$ cat config.mk
export PLATFORM = sky130hd
export DESIGN_NAME = freq_meas_ctrl
export DESIGN_NICKNAME = d
export VERILOG_FILES = /design/src/rtl/freq_meas_ctrl.sv
export SDC_FILE = /design/constraint.sdc
export NUM_CORES = 1
export LEC_CHECK = 0
export CORE_MARGIN = 4
export CORE_UTILIZATION = 66
export CTS_BUF_LIST = sky130_fd_sc_hd__clkbuf_4 sky130_fd_sc_hd__clkbuf_8
export DETAILED_ROUTE_END_ITERATION = 8
export DONT_BUFFER_PORTS = 1
export PLACE_DENSITY_LB_ADDON = 0.05
export SETUP_SLACK_MARGIN = 0.05
export SLEW_MARGIN = 20
export SYNTH_ARGS = -nofsm -noshare
export SYNTH_HDL_FRONTEND = slang
export SYNTH_SLANG_ARGS = --single-unit
$ cat constraint.sdc
create_clock -name sysclk -period 3 [get_ports sysclk]
set_input_delay 0.6 -clock sysclk [delete_from_list [all_inputs] [get_ports sysclk]]
set_output_delay 0.6 -clock sysclk [all_outputs]
set_load 0.1 [all_outputs]
$ cat src/rtl/freq_meas_ctrl.sv
// rtl/freq_meas_ctrl.sv - equal-precision frequency meter sequencer with double-buffered byte readout
module freq_meas_ctrl #(
    parameter int GATE_CYCLES    = 50_000_000,
    parameter int TIMEOUT_CYCLES = 100_000_000,
    parameter int CNT_W          = 32
) (
    input  logic       sysclk,
    input  logic       reset,
    input  logic       start,
    input  logic       auto_mode,
    input  logic       fx,
    input  logic       ack,
    input  logic [2:0] sel,
    output logic [7:0] data_out,
    output logic       irq,
    output logic       busy,
    output logic       timeout
);
    localparam int GATE_W = $clog2(GATE_CYCLES + 1);
    localparam int WAIT_W = $clog2(TIMEOUT_CYCLES + 1);
    localparam int BYTES  = CNT_W / 8;
    localparam logic [GATE_W-1:0] GATE_LAST = GATE_W'(GATE_CYCLES - 1);
    localparam logic [WAIT_W-1:0] WAIT_LAST = WAIT_W'(TIMEOUT_CYCLES - 1);

    typedef enum logic [2:0] {S_IDLE, S_ARM, S_GATE, S_CLOSE, S_DONE} state_t;

    state_t            state;
    logic              fx_s1, fx_s2, fx_prev;
    logic              fx_rise;
    logic [CNT_W-1:0]  fx_cnt, base_cnt;
    logic [CNT_W-1:0]  fx_res, base_res;
    logic [GATE_W-1:0] gate_cnt;
    logic [WAIT_W-1:0] wait_cnt;
    logic [CNT_W-1:0]  sel_word;
    logic [7:0]        sel_byte;

    function automatic logic [CNT_W-1:0] sat_inc(input logic [CNT_W-1:0] v);
        return (&v) ? v : v + 1'b1;
    endfunction

    assign fx_rise  = fx_s2 & ~fx_prev;
    assign sel_word = sel[2] ? base_res : fx_res;
    assign sel_byte = 8'(sel_word >> {sel[1:0], 3'b000});

    always_ff @(posedge sysclk) begin
        if (reset) begin
            fx_s1   <= 1'b0;
            fx_s2   <= 1'b0;
            fx_prev <= 1'b0;
        end else begin
            fx_s1   <= fx;
            fx_s2   <= fx_s1;
            fx_prev <= fx_s2;
        end
    end

    always_ff @(posedge sysclk) begin
        if (reset) begin
            data_out <= 8'h00;
        end else if (32'(sel[1:0]) < BYTES) begin
            data_out <= sel_byte;
        end else begin
            data_out <= 8'h00;
        end
    end

    always_ff @(posedge sysclk) begin
        if (reset) begin
            state    <= S_IDLE;
            fx_cnt   <= '0;
            base_cnt <= '0;
            gate_cnt <= '0;
            wait_cnt <= '0;
            fx_res   <= '0;
            base_res <= '0;
            irq      <= 1'b0;
            busy     <= 1'b0;
            timeout  <= 1'b0;
        end else begin
            case (state)
                S_IDLE: begin
                    if (start) begin
                        state    <= S_ARM;
                        busy     <= 1'b1;
                        wait_cnt <= '0;
                    end
                end
                S_ARM: begin
                    if (fx_rise) begin
                        state    <= S_GATE;
                        fx_cnt   <= '0;
                        base_cnt <= '0;
                        gate_cnt <= '0;
                    end else if (wait_cnt == WAIT_LAST) begin
                        state    <= S_DONE;
                        fx_res   <= '0;
                        base_res <= '0;
                        timeout  <= 1'b1;
                        irq      <= 1'b1;
                        busy     <= 1'b0;
                    end else begin
                        wait_cnt <= wait_cnt + 1'b1;
                    end
                end
                S_GATE: begin
                    base_cnt <= sat_inc(base_cnt);
                    gate_cnt <= gate_cnt + 1'b1;
                    if (fx_rise) begin
                        fx_cnt <= sat_inc(fx_cnt);
                    end
                    // An edge on the expiry cycle is counted here; the gate then waits for the next one.
                    if (gate_cnt == GATE_LAST) begin
                        state    <= S_CLOSE;
                        wait_cnt <= '0;
                    end
                end
                S_CLOSE: begin
                    base_cnt <= sat_inc(base_cnt);
                    if (fx_rise) begin
                        fx_cnt   <= sat_inc(fx_cnt);
                        fx_res   <= sat_inc(fx_cnt);
                        base_res <= sat_inc(base_cnt);
                        timeout  <= 1'b0;
                        irq      <= 1'b1;
                        busy     <= 1'b0;
                        state    <= S_DONE;
                    end else if (wait_cnt == WAIT_LAST) begin
                        state    <= S_DONE;
                        fx_res   <= '0;
                        base_res <= '0;
                        timeout  <= 1'b1;
                        irq      <= 1'b1;
                        busy     <= 1'b0;
                    end else begin
                        wait_cnt <= wait_cnt + 1'b1;
                    end
                end
                S_DONE: begin
                    if (ack) begin
                        irq <= 1'b0;
                        if (auto_mode) begin
                            state    <= S_ARM;
                            busy     <= 1'b1;
                            wait_cnt <= '0;
                        end else begin
                            state <= S_IDLE;
                        end
                    end
                end
                default: state <= S_IDLE;
            endcase
        end
    end
endmodule

### Word-level counts from Yosys, hierarchy flattened

Cells that the tools add are included.
Widths: inputs -> output; s select.

* register bits: 198
* bits in latches: 0
* memory bits (writable): 0
* ROM bits: 0
* input port bits: 9
* logic and storage cells: 103
* memories: 0

* add/sub/neg operators: 4
* multiply operators: 0
* div/mod/pow operators: 0
* $lt $le $gt $ge: 0
* equal/unequal tests: 15
* shifts and indexed selects: 1
* mux-type cells: 48
* bitwise operators: 2
* reduce and logical (&&, ||, !) cells: 19

Operators by type and width (number)
* $mux 32: 11
* $pmux 32 s2: 4
* $mux 27: 6
* $pmux 27 s4: 1
* $add 32x1->32 const B: 2
* $reduce_and 32->1: 2
* $pmux 26 s2: 1
* $shr 32x5->8: 1
* $add 27x1->27 const B: 1
* $eq 27x27->1 const B: 1
* $add 26x1->26 const B: 1
* $eq 26x26->1 const B: 1
* $mux 26: 1
* $mux 3: 6
* $ne 2x2->1 const B: 8
* $pmux 3 s5: 1
* $mux 1: 14
* $reduce_and 3->1: 3
* $reduce_bool 4->1: 2
* $reduce_and 7->1: 1
* $eq 3x2->1 const B: 2
* $reduce_and 2->1: 3
* $reduce_bool 2->1: 3
* $reduce_and 5->1: 1
* other kinds (11): 12

### Depth between registers and ports, before layout

Gate-level depths: netlist of the first run.

* depth after elaboration: 4
* gate-level depth with buffers: 10
* mapped depth without buffers: 7

### Worst setup path after synthesis of the first run

No wires, ideal clock.

* path type: register -> register
* from: reg gate_cnt[11]
* to: reg wait_cnt[26]
* data arrival time: 2.632 ns
* data required time: 2.930 ns
* path slack: 0.298 ns
* stages on the path, launching flop included: 9
* path buffers: 2
* period minus slack after synthesis: 2.702 ns
* cell sequence: dfxtp_1 -> or4b_1 -> or4_1 -> o21ai_2 -> buf_6 -> or4b_1 -> buf_2 -> or3_1 -> a21oi_1

* cells in the longest elaborated chain, start to end: 3

RTL lines
* start, declared: RTL line 32 `logic [GATE_W-1:0] gate_cnt;`
* start signal, assigned: RTL line 107 `gate_cnt <= gate_cnt + 1'b1;`
* $eq 26x26->1: RTL line 112 `if (gate_cnt == GATE_LAST) begin`
* $ne 2x2->1 (no line)
* $reduce_and 7->1 (no line)
* end signal, assigned: RTL line 102 `wait_cnt <= wait_cnt + 1'b1;`
* end signal, assigned: RTL line 135 `wait_cnt <= wait_cnt + 1'b1;`
* end, declared: RTL line 33 `logic [WAIT_W-1:0] wait_cnt;`

Every way passes these cells.
A chain may end at the register's enable or synchronous reset.

### Worst setup path after layout of the first run

* from: reg gate_cnt[17]
* to: reg wait_cnt[26]

The elaborated chain is that of the path after synthesis.

==> impl_results.md, run 1 <==
- Worst setup path startpoint: gate_cnt[17]
- Place WS: 188.9 ps
- HP Start: reset
- Commonest cells in the netlist: dfxtp_1, nand2_1, o21ai_0, nor2_1, a21oi_1
- Setup Fix Bufs, Post-CTS: 0
- Fin crit share: 93.79%
- RSZ-0062 raised after global routing: no
- Clk_skew: 14.51 ps
- Wirelength, routed: 22950 um
- Leakage: 3.347 nW
- Chip width: 129.9 um
- Fin Hold WS: 184.2 ps
- Setup WS post-layout: 186.4 ps
- Sequential share of power: 57.8%
- Max-cap violations: 0
- Num CTS Buffers: 17
- Worst setup EP type: flop
- Largest net degree at the start of global routing: 65
- Yosys Warn Count: 0
- Post-synth top flop: dfxtp_1
- Post-synthesis sequential area ratio: 40.43%
- Top cell type's share of synthesized area: 40.43%
- Clock-pin slew on the worst setup and hold paths: 100 ps
- Slew Viols, Final: 0
- Design Power: 4.594 mW
- Slew headroom: 31.93%
- Combinational share of power: 3.2%
- Core Box Area: 14530 sq um
- Fin. Hold Viols: 0
- Syn Area/Cell: 8.287 sq um
- IO Port Bufs: 0
- Critical Path Start Type: flop
- Most repeated library cell on the critical path: or4b_1
- Initial antenna violation count: 0
- Nets@finish: 1174
- Die H: 129.9 um
- Critical path type: reg -> reg
- Max VDD drop: 0.6046 mV
- Critical Path Fanout Max: 7
- Max Freq: 355.4 MHz
- Final HPWL DP: 15900 um
- # DRC: 0
- Final setup TNS: 0 ps
- Area added between synthesis and finish: 6.126%
- Worst EP arrival: 3220 ps
- Layout cells sized above 1: 8.020%
- Worst-skew pair later-pin latency: 470 ps
- GRT Total Usage: 28.00%
- Tightest Pin Transition: 1020 ps
- Post-Syn Area: 9803 sq um
- Yosys reg bits: 198
- Hold WC Path Type: in -> reg
- Fin crit period: 2814 ps
- Status: completed
- Clock sink count: 198
- Unique cell type count in the Yosys netlist: 60
- Final instance area: 10400 sq um
- Final Wtd Congestion: 0.8785
- # rows: 44
- Post-Layout Cell Count: 1356
- First-pass GRT wire length: 38250 um
- Int Pwr: 3.538 mW
- Ys async rst share: 0%
- Placed inst area: 9990 sq um
- Slowest stage cell, crit path: or4b_1
- Routed vias/inst: 6.356
- Antenna cells: 0
- Starting density of the core: 67.45%
- H-Tree Depth: 4
- Clock share of power: 38.9%
- Gate Count Post-Synth: 1183
- # placed instances: 1326
- DR iter-0 viols: 773
- Antenna Nets Post-Route: 0
- Crit-path max cell delay: 590 ps
- Sw power: 1.056 mW
- Finish-stage setup viols: 0
- Top-count cell post-synth: dfxtp_1
- Finished Core Util: 71.58%
- Synth Net Count: 1196
- CP cell instances: or4b_1 > or4_1 > o21ai_2 > or4b_1 > or3_1 > a21oi_1
- Global route overflow: 0
- Critical Path RT: 3410 ps
- PwrDens: 441.6 nW/um^2
- DR WL/cell: 16.92 um
- Via count: 8619
- Top post-synthesis cells by area: dfxtp_1, o21ai_0, nand2_1, mux4_2, a21oi_1
- Drt pass-1 iters: 6
- CTS root buf: clkbuf_8
- Worst r2r src: gate_cnt[17]
- Post-synth EDFFs: 0
- CTS tree: done
- Net Sw Frac: 22.98%
- Synth area leader: dfxtp_1
- Total die area: 16870 sq um
- Ports: 20
- Max Root-Sink Buffers: 2
- Register-to-Register Setup Slack: 190 ps
- Vias in the first global route: 7679
- Cts hold-fix bufs: 0
## repair_timing
item | CTS | global route
endpoints found under the setup margin | 0 | 3
hold endpoints to repair | 0 | 0
resized for setup | 0 | 1
## flip-flops by register name, indices dropped and copies added (netlist names)
| register | flops |
|---|---|
| base_res | 32 |
| base_cnt | 32 |
| wait_cnt | 27 |
| state | 3 |
| fx_res | 32 |
| fx_s2 | 1 |
| fx_cnt | 32 |
| fx_prev | 1 |
| data_out | 8 |
| fx_s1 | 1 |
| irq | 1 |
| timeout | 1 |
| busy | 1 |
| gate_cnt | 26 |
## worst max-delay path, delay by kind of cell, from the launching register on
| kind | cells | cell delay, ps |
|---|---|---|
| and+or+nand+nor | 4 | 1910 |
| DFF | 1 | 450 |
| AOI/OAI and AO/OA | 2 | 400 |
## power by group through the flow
stage / Combinational, mW / Clock [mW] / Sequential (mW)
after floorplan: 0.128 / 0 / 2.71
after global placement: 0.145 / 0 / 2.72
after detailed placement: 0.146 / 0 / 2.72
after CTS: 0.147 / 1.82 / 2.66
after global routing: 0.162 / 1.92 / 2.66
final: 0.149 / 1.79 / 2.66
## area by class of cell
cell class	count	area, sq um
Inverter	27	101.3
Clock inverter	11	153.9
Timing Repair Buffer	26	207.7
Fill cell	1171	4130
Tap cell	184	230.2
Sequential cell	198	3964
Multi-Input combinational cell	891	5492
Clock buffer	19	255.2
## kinds of logic (layout without fill, tap and decap cells)
group	after synthesis	after routing	share of synthesized area, %
XOR/XNOR	65	65	5.807
AND/OR/NAND/NOR	476	476	25.07
buffers and inverters	94	83	3.689
AO/OA/AOI/OAI	311	311	18.76
multiplexers	35	35	5.731
adder cells (fa/ha/maj)	4	4	0.5106
flip-flops	198	198	40.43
## routing by layer
layer | track usage (%) | share of wire, % | vias up
li1 | - | - | 4270
met1 | 40.96 | 48 | 4070
met2 | 42.86 | 45 | 246
met4 | 7.763 | 1.5 | 0
met3 | 5.076 | 5.3 | 33
met5 | 0 | 0 | -
## cell usage in the layout, fill, tap and decap left out, types with 5 or more instances in the layout
cell	count
inv_1	27
mux4_2	16
nand4_1	33
mux2i_1	10
a21o_1	8
nand3_1	48
and3_1	13
and2_1	17
clkinv_4	5
nand2b_1	9
nor3_1	17
nand3b_1	5
or2_2	5
o21ai_0	132
xor2_1	28
a21oi_1	67
nor3b_1	5
nand2_1	152
nor2b_1	7
clkbuf_8	18
mux2_2	9
buf_4	25
dfxtp_1	198
a31oi_1	36
a311oi_1	7
o31ai_1	21
and4_1	24
xnor2_1	37
nor2_1	73
or3_1	29
or4_1	13
nor4_1	10
## path summary, 6_finish.rpt
| check | to | cells past startpoint |
|---|---|---|
| min | fx_s1 | 1 |
| min reg2reg | base_res[9] | 2 |
| max | wait_cnt[26] | 6 |
| max reg2reg | wait_cnt[26] | 6 |
Note: power is estimated with default switching activity, not from simulation.
==> inputs of run 2 (changes only) <==
--- a/config.mk
+++ b/config.mk
@@ -5,12 +5,13 @@
 export SDC_FILE = /design/constraint.sdc
 export NUM_CORES = 1
 export LEC_CHECK = 0
+export ABC_AREA = 1
 export CORE_MARGIN = 4
-export CORE_UTILIZATION = 66
+export CORE_UTILIZATION = 67
 export CTS_BUF_LIST = sky130_fd_sc_hd__clkbuf_4 sky130_fd_sc_hd__clkbuf_8
 export DETAILED_ROUTE_END_ITERATION = 8
 export DONT_BUFFER_PORTS = 1
-export PLACE_DENSITY_LB_ADDON = 0.05
+export PLACE_DENSITY = 0.91
 export SETUP_SLACK_MARGIN = 0.05
 export SLEW_MARGIN = 20
 export SYNTH_ARGS = -nofsm -noshare
==> impl_results.md, run 2 <==
- Critical Path RT: 3420 ps
- Via count: 11590
- Slew Viols, Final: 0
- Critical Path Start Type: flop
- Status: completed
- Nets@finish: 1799
- Clock sink count: 198
- Post-Layout Cell Count: 2019
- Top delay family on crit path: simple AND/OR/NAND/NOR gates
- Crit-path max cell delay: 510 ps
- Slew headroom: 30.46%
- Finish-stage setup viols: 0
- Final setup TNS: 0 ps
- CP bufs+invs: 1
- # rows: 47
- Gate Count Post-Synth: 1831
- Worst-skew pair later-pin latency: 490 ps
- Clk_skew: 11.45 ps
- Wirelength, routed: 28500 um
- Setup Fix Bufs, Post-CTS: 0
- Max VDD drop: 0.4728 mV
- Starting density of the core: 68.55%
- Tightest Pin Transition: 1042 ps
- Fin. Hold Viols: 0
- Max-cap violations: 0
- Fin crit period: 2314 ps
- Total die area: 19110 sq um
- Most common cell after layout, fill and taps aside: nand2_1
- HP Start: reset
- Worst EP arrival: 2740 ps
- Synth area leader: dfxtp_1
- Top cell type's share of synthesized area: 34.87%
- Ports: 20
- Top-count cell post-synth: nand2_1
- Post-synthesis sequential area ratio: 34.87%
- Placed inst area: 11330 sq um
- Max Freq: 432.1 MHz
- Antenna Nets Post-Route: 0
- IO Port Bufs: 0
- Fin crit share: 77.15%
- CP cell instances: ha_1 > inv_1 > nor2_4 > nand2_2 > nor2_4 > nand2_4 > nand3_1 > nand3_1 > a21oi_1
- Post-synth top flop: dfxtp_1
- Cts hold-fix bufs: 0
- Final Wtd Congestion: 1.009
- Max Root-Sink Buffers: 2
- Final instance area: 11740 sq um
- Largest net degree at the start of global routing: 172
- Area added between synthesis and finish: 3.236%
- Worst setup EP type: flop
- DR WL/cell: 14.11 um
- Commonest cells in the netlist: nand2_1, nor2_1, dfxtp_1, a21oi_1, inv_1
- Slowest stage cell, crit path: dfxtp_1
- Leakage: 3.974 nW
- Die H: 138.3 um
- DR iter-0 viols: 1027
- Global route overflow: 0
- CTS root buf: clkbuf_8
- Synth Net Count: 1844
- Critical Path Fanout Max: 31
- Yosys Warn Count: 0
- Drt pass-1 iters: 7
- PwrDens: 402.8 nW/um^2
- Post_cts resized: 0
- Core Box Area: 16580 sq um
- Top post-synthesis cells by area: dfxtp_1, nand2_1, nor2_1, a21oi_1, nand3_1
- RSZ-0062 raised after global routing: no
- Routed vias/inst: 5.738
- Critical path type: reg -> reg
- Most frequent cells in the layout: nand2_1, nor2_1, dfxtp_1, a21oi_1, inv_1
- # DRC: 0
- Chip width: 138.3 um
- H-Tree Depth: 4
- Syn Area/Cell: 6.208 sq um
- First-pass GRT wire length: 49190 um
- Worst r2r src: fx_cnt[0]
- Clock-pin slew on the worst setup and hold paths: 100 ps
- Antenna cells: 0
- Final HPWL DP: 19850 um
- Vias in the first global route: 10630
- Design Power: 4.727 mW
- Post-synth EDFFs: 0
- CTS tree: done
- Num CTS Buffers: 17
- Yosys reg bits: 198
- Hold WC Path Type: in -> reg
- Unique cell type count in the Yosys netlist: 40
- Ys async rst share: 0%
- Layout cells sized above 1: 6.948%
- Initial antenna violation count: 0
- Finished Core Util: 70.76%
- GRT Total Usage: 29.76%
- # placed instances: 1987
- Worst setup path startpoint: fx_cnt[0]
- Post-Syn Area: 11370 sq um
## run 2: cell types whose count changed in the layout (fill, tap and decap cells not counted), moves of 19 or more
cell	before	now
nand4_1	33	14
a21oi_1	67	178
xnor2_1	37	7
nand3_1	48	111
or3_1	29	0
and4_1	24	0
inv_1	27	114
nand3_2	1	20
nand2_1	152	648
o31ai_1	21	1
o21ai_0	132	71
nor2_1	73	251
a31oi_1	36	8
## run 2: metal layers
metal	vias to the layer above	wire length [um]	track usage, %
li1	5787	-	-
met1	5274	12570	40.58
met2	443	12970	47.05
met3	81	2042	5.559
met4	0	915	11.60
met5	-	0	0
## run 2: path summary, 6_finish.rpt
path,to,cells after the start,slack [ps]
max,fx_res[23],9,690
min,base_res[12],1,180
max reg2reg,fx_res[23],9,690
min reg2reg,fx_s2,2,430
## run 2: power by group
group          internal (mW)  total, mW  switching [mW]  leakage (nW)
Sequential              2.65       2.73          0.0827          1.60
Combinational         0.0502      0.201           0.151          2.18
Clock                  0.793       1.80            1.00         0.200
## run 2: cell type report
type	instances	area [sq um]
Sequential cell	198	3964
Timing Repair Buffer	12	102.6
Inverter	123	461.7
Fill cell	1441	4848
Multi-Input combinational cell	1434	6529
Tap cell	220	275.3
Clock inverter	13	141.4
Clock buffer	19	261.5
## run 2: metrics by stage
stage	worst slack (ps)	hold slack [ps]
2_1_floorplan	1236	388.3
3_3_place_gp	845.9	401.3
5_1_grt	493.9	152.2
6_report	685.6	178.5
3_5_place_dp	738.4	416.0
4_1_cts	711.1	167.3
## run 2: cell families (layout without fill, tap and decap cells)
kind of cell	Yosys count	after routing	share of synthesized area, %
and+or+nand+nor	1128	1128	42.29
AOI/OAI and AO/OA	285	285	13.29
buffers and inverters	199	167	7.804
DFF	198	198	34.87
xor gates and xnor gates	17	17	1.310
adders and majority gates	4	4	0.4403
==> inputs of run 3 (changes only) <==
==> constraint.sdc (replaced) <==
create_clock -name sysclk -period 2.25 [get_ports sysclk]
set_input_delay 0.45 -clock sysclk [delete_from_list [all_inputs] [get_ports sysclk]]
set_output_delay 0.45 -clock sysclk [all_outputs]
set_load 0.1 [all_outputs]
==> impl_results.md, run 3 (synthesis gave the netlist of run 2 again) <==
- Routed vias/inst: 5.745
- Initial antenna violation count: 0
- Max Root-Sink Buffers: 2
- Worst-skew pair later-pin latency: 490 ps
- First-pass GRT wire length: 48950 um
- Worst Reg-to-Reg Cells: 11
- Vias in the first global route: 10530
- Met3 GRT Util: 5.283%
- Clock sink count: 198
- Fin crit share: 87.79%
- # placed instances: 2008
- Final setup TNS: 0 ps
- CTS root buf: clkbuf_8
- Ports: 20
- Post_cts resized: 0
- Slew headroom: 64.12%
- # rows: 47
- GRT Total Usage: 29.91%
- Most frequent cells in the layout: nand2_1, nor2_1, dfxtp_1, a21oi_1, inv_1
- Most common cell after layout, fill and taps aside: nand2_1
- Worst setup EP type: flop
- Antenna Nets Post-Route: 0
- IO Port Bufs: 0
- Layout cells sized above 1: 7.921%
- Slew Viols, Final: 0
- Place WS: 319.5 ps
- Fin crit period: 1975 ps
- Setup Fix Bufs, Post-CTS: 0
- Max Freq: 506.2 MHz
- Finish-stage setup viols: 0
- Busiest grt layer: met2
- PwrDens: 518.6 nW/um^2
- Total die area: 19110 sq um
- Cts hold-fix bufs: 0
- Num CTS Buffers: 17
- Tightest Pin Transition: 536.1 ps
- H-Tree Depth: 4
- CTS tree: done
- Finished Core Util: 71.72%
- Largest net degree at the start of global routing: 172
- Fill count: 1415
- Leakage: 4.093 nW
- Core Box Area: 16580 sq um
- Area added between synthesis and finish: 4.634%
- DR iter-0 viols: 1083
- Final HPWL DP: 20150 um
- Drt pass-1 iters: 5
- RSZ-0062 raised after global routing: no
- Final Wtd Congestion: 0.9519
- Critical Path Start Type: flop
- Antenna cells: 0
- Starting density of the core: 68.55%
- Hold Path Cell Cnt: 1
- DR WL/cell: 14.38 um
- Total area of sequential cells: 3964 sq um
- Clk_skew: 12.32 ps
- Die H: 138.3 um
- Via count: 11710
- Wirelength, routed: 29310 um
- Chip width: 138.3 um
- Worst EP arrival: 2400 ps
- Global route overflow: 0
- # DRC: 0
- GRT met2 Usage: 48.69%
- Post-Layout Cell Count: 2038
- Hold WC Path Type: in -> reg
- Max-cap violations: 0
- Max VDD drop: 0.4282 mV
- Critical Path Fanout Max: 4
- Nets@finish: 1820
- Setup WS post-layout: 274.7 ps
- Critical Path RT: 2680 ps
- Design Power: 6.168 mW
- Fin. Hold Viols: 0
- Status: completed
- Critical path type: reg -> reg
- Clock-pin slew on the worst setup and hold paths: 100 ps
- Met1 usage: 39.73%
- Area of the multi-input gates: 6529 sq um
run 3: cell count changes in the layout (fill, tap and decap cells not counted), sizes merged:
cell / previous run / this run
buf: 12 / 33
inv: 126 / 121
clkinv: 5 / 9
clkbuf: 19 / 22
clkinvlp: 3 / 0
bufinv: 2 / 1
run 3: cell type report:
type | count | area share, %
Clock buffer | 22 | 2.441
Clock inverter | 8 | 0.6417
Inverter | 123 | 3.882
Multi-Input combinational cell | 1434 | 54.89
Sequential cell | 198 | 33.33
Tap cell | 220 | 2.314
Timing Repair Buffer | 33 | 2.504
run 3: metrics by stage:
stage,area (sq um),hold slack [ps]
3_5_place_dp,11530,398.3
6_report,11890,21.66
2_1_floorplan,11370,388.3
5_1_grt,11890,9.929
4_1_cts,11890,23.78
3_3_place_gp,11530,390.7
run 3: layer usage:
metal | wire length, um | vias to the layer above
met3 | 2117 | 74
li1 | - | 5828
met2 | 13730 | 490
met4 | 939 | 0
met1 | 12520 | 5317
met5 | 0 | -
run 3: report_power, final:
part	internal [mW]	switching [mW]	leakage (nW)
clock	0.975	1.25	0.195
sequential	3.53	0.0145	1.60
combinational	0.0967	0.304	2.30
run 3: path summary, 6_finish.rpt:
kind | from | slack [ps] | end
max | gate_cnt[0] | 270 | gate_cnt[22]
min reg2reg | fx_s1 | 410 | fx_s2
min | reset | 20 | base_cnt[3]
max reg2reg | gate_cnt[0] | 270 | gate_cnt[22]
run 3: worst max-delay path: stages, from the launching register on:
cell and delay [ps]:
dfxtp_1 390, ha_1 190, nand2_1 80, nor2_1 190, nand2_1 120, nor2_1 200, nand3_1 180, nor2_1 230
nand2_1 100, o21ai_0 90, nand2_1 70, nor2_1 80
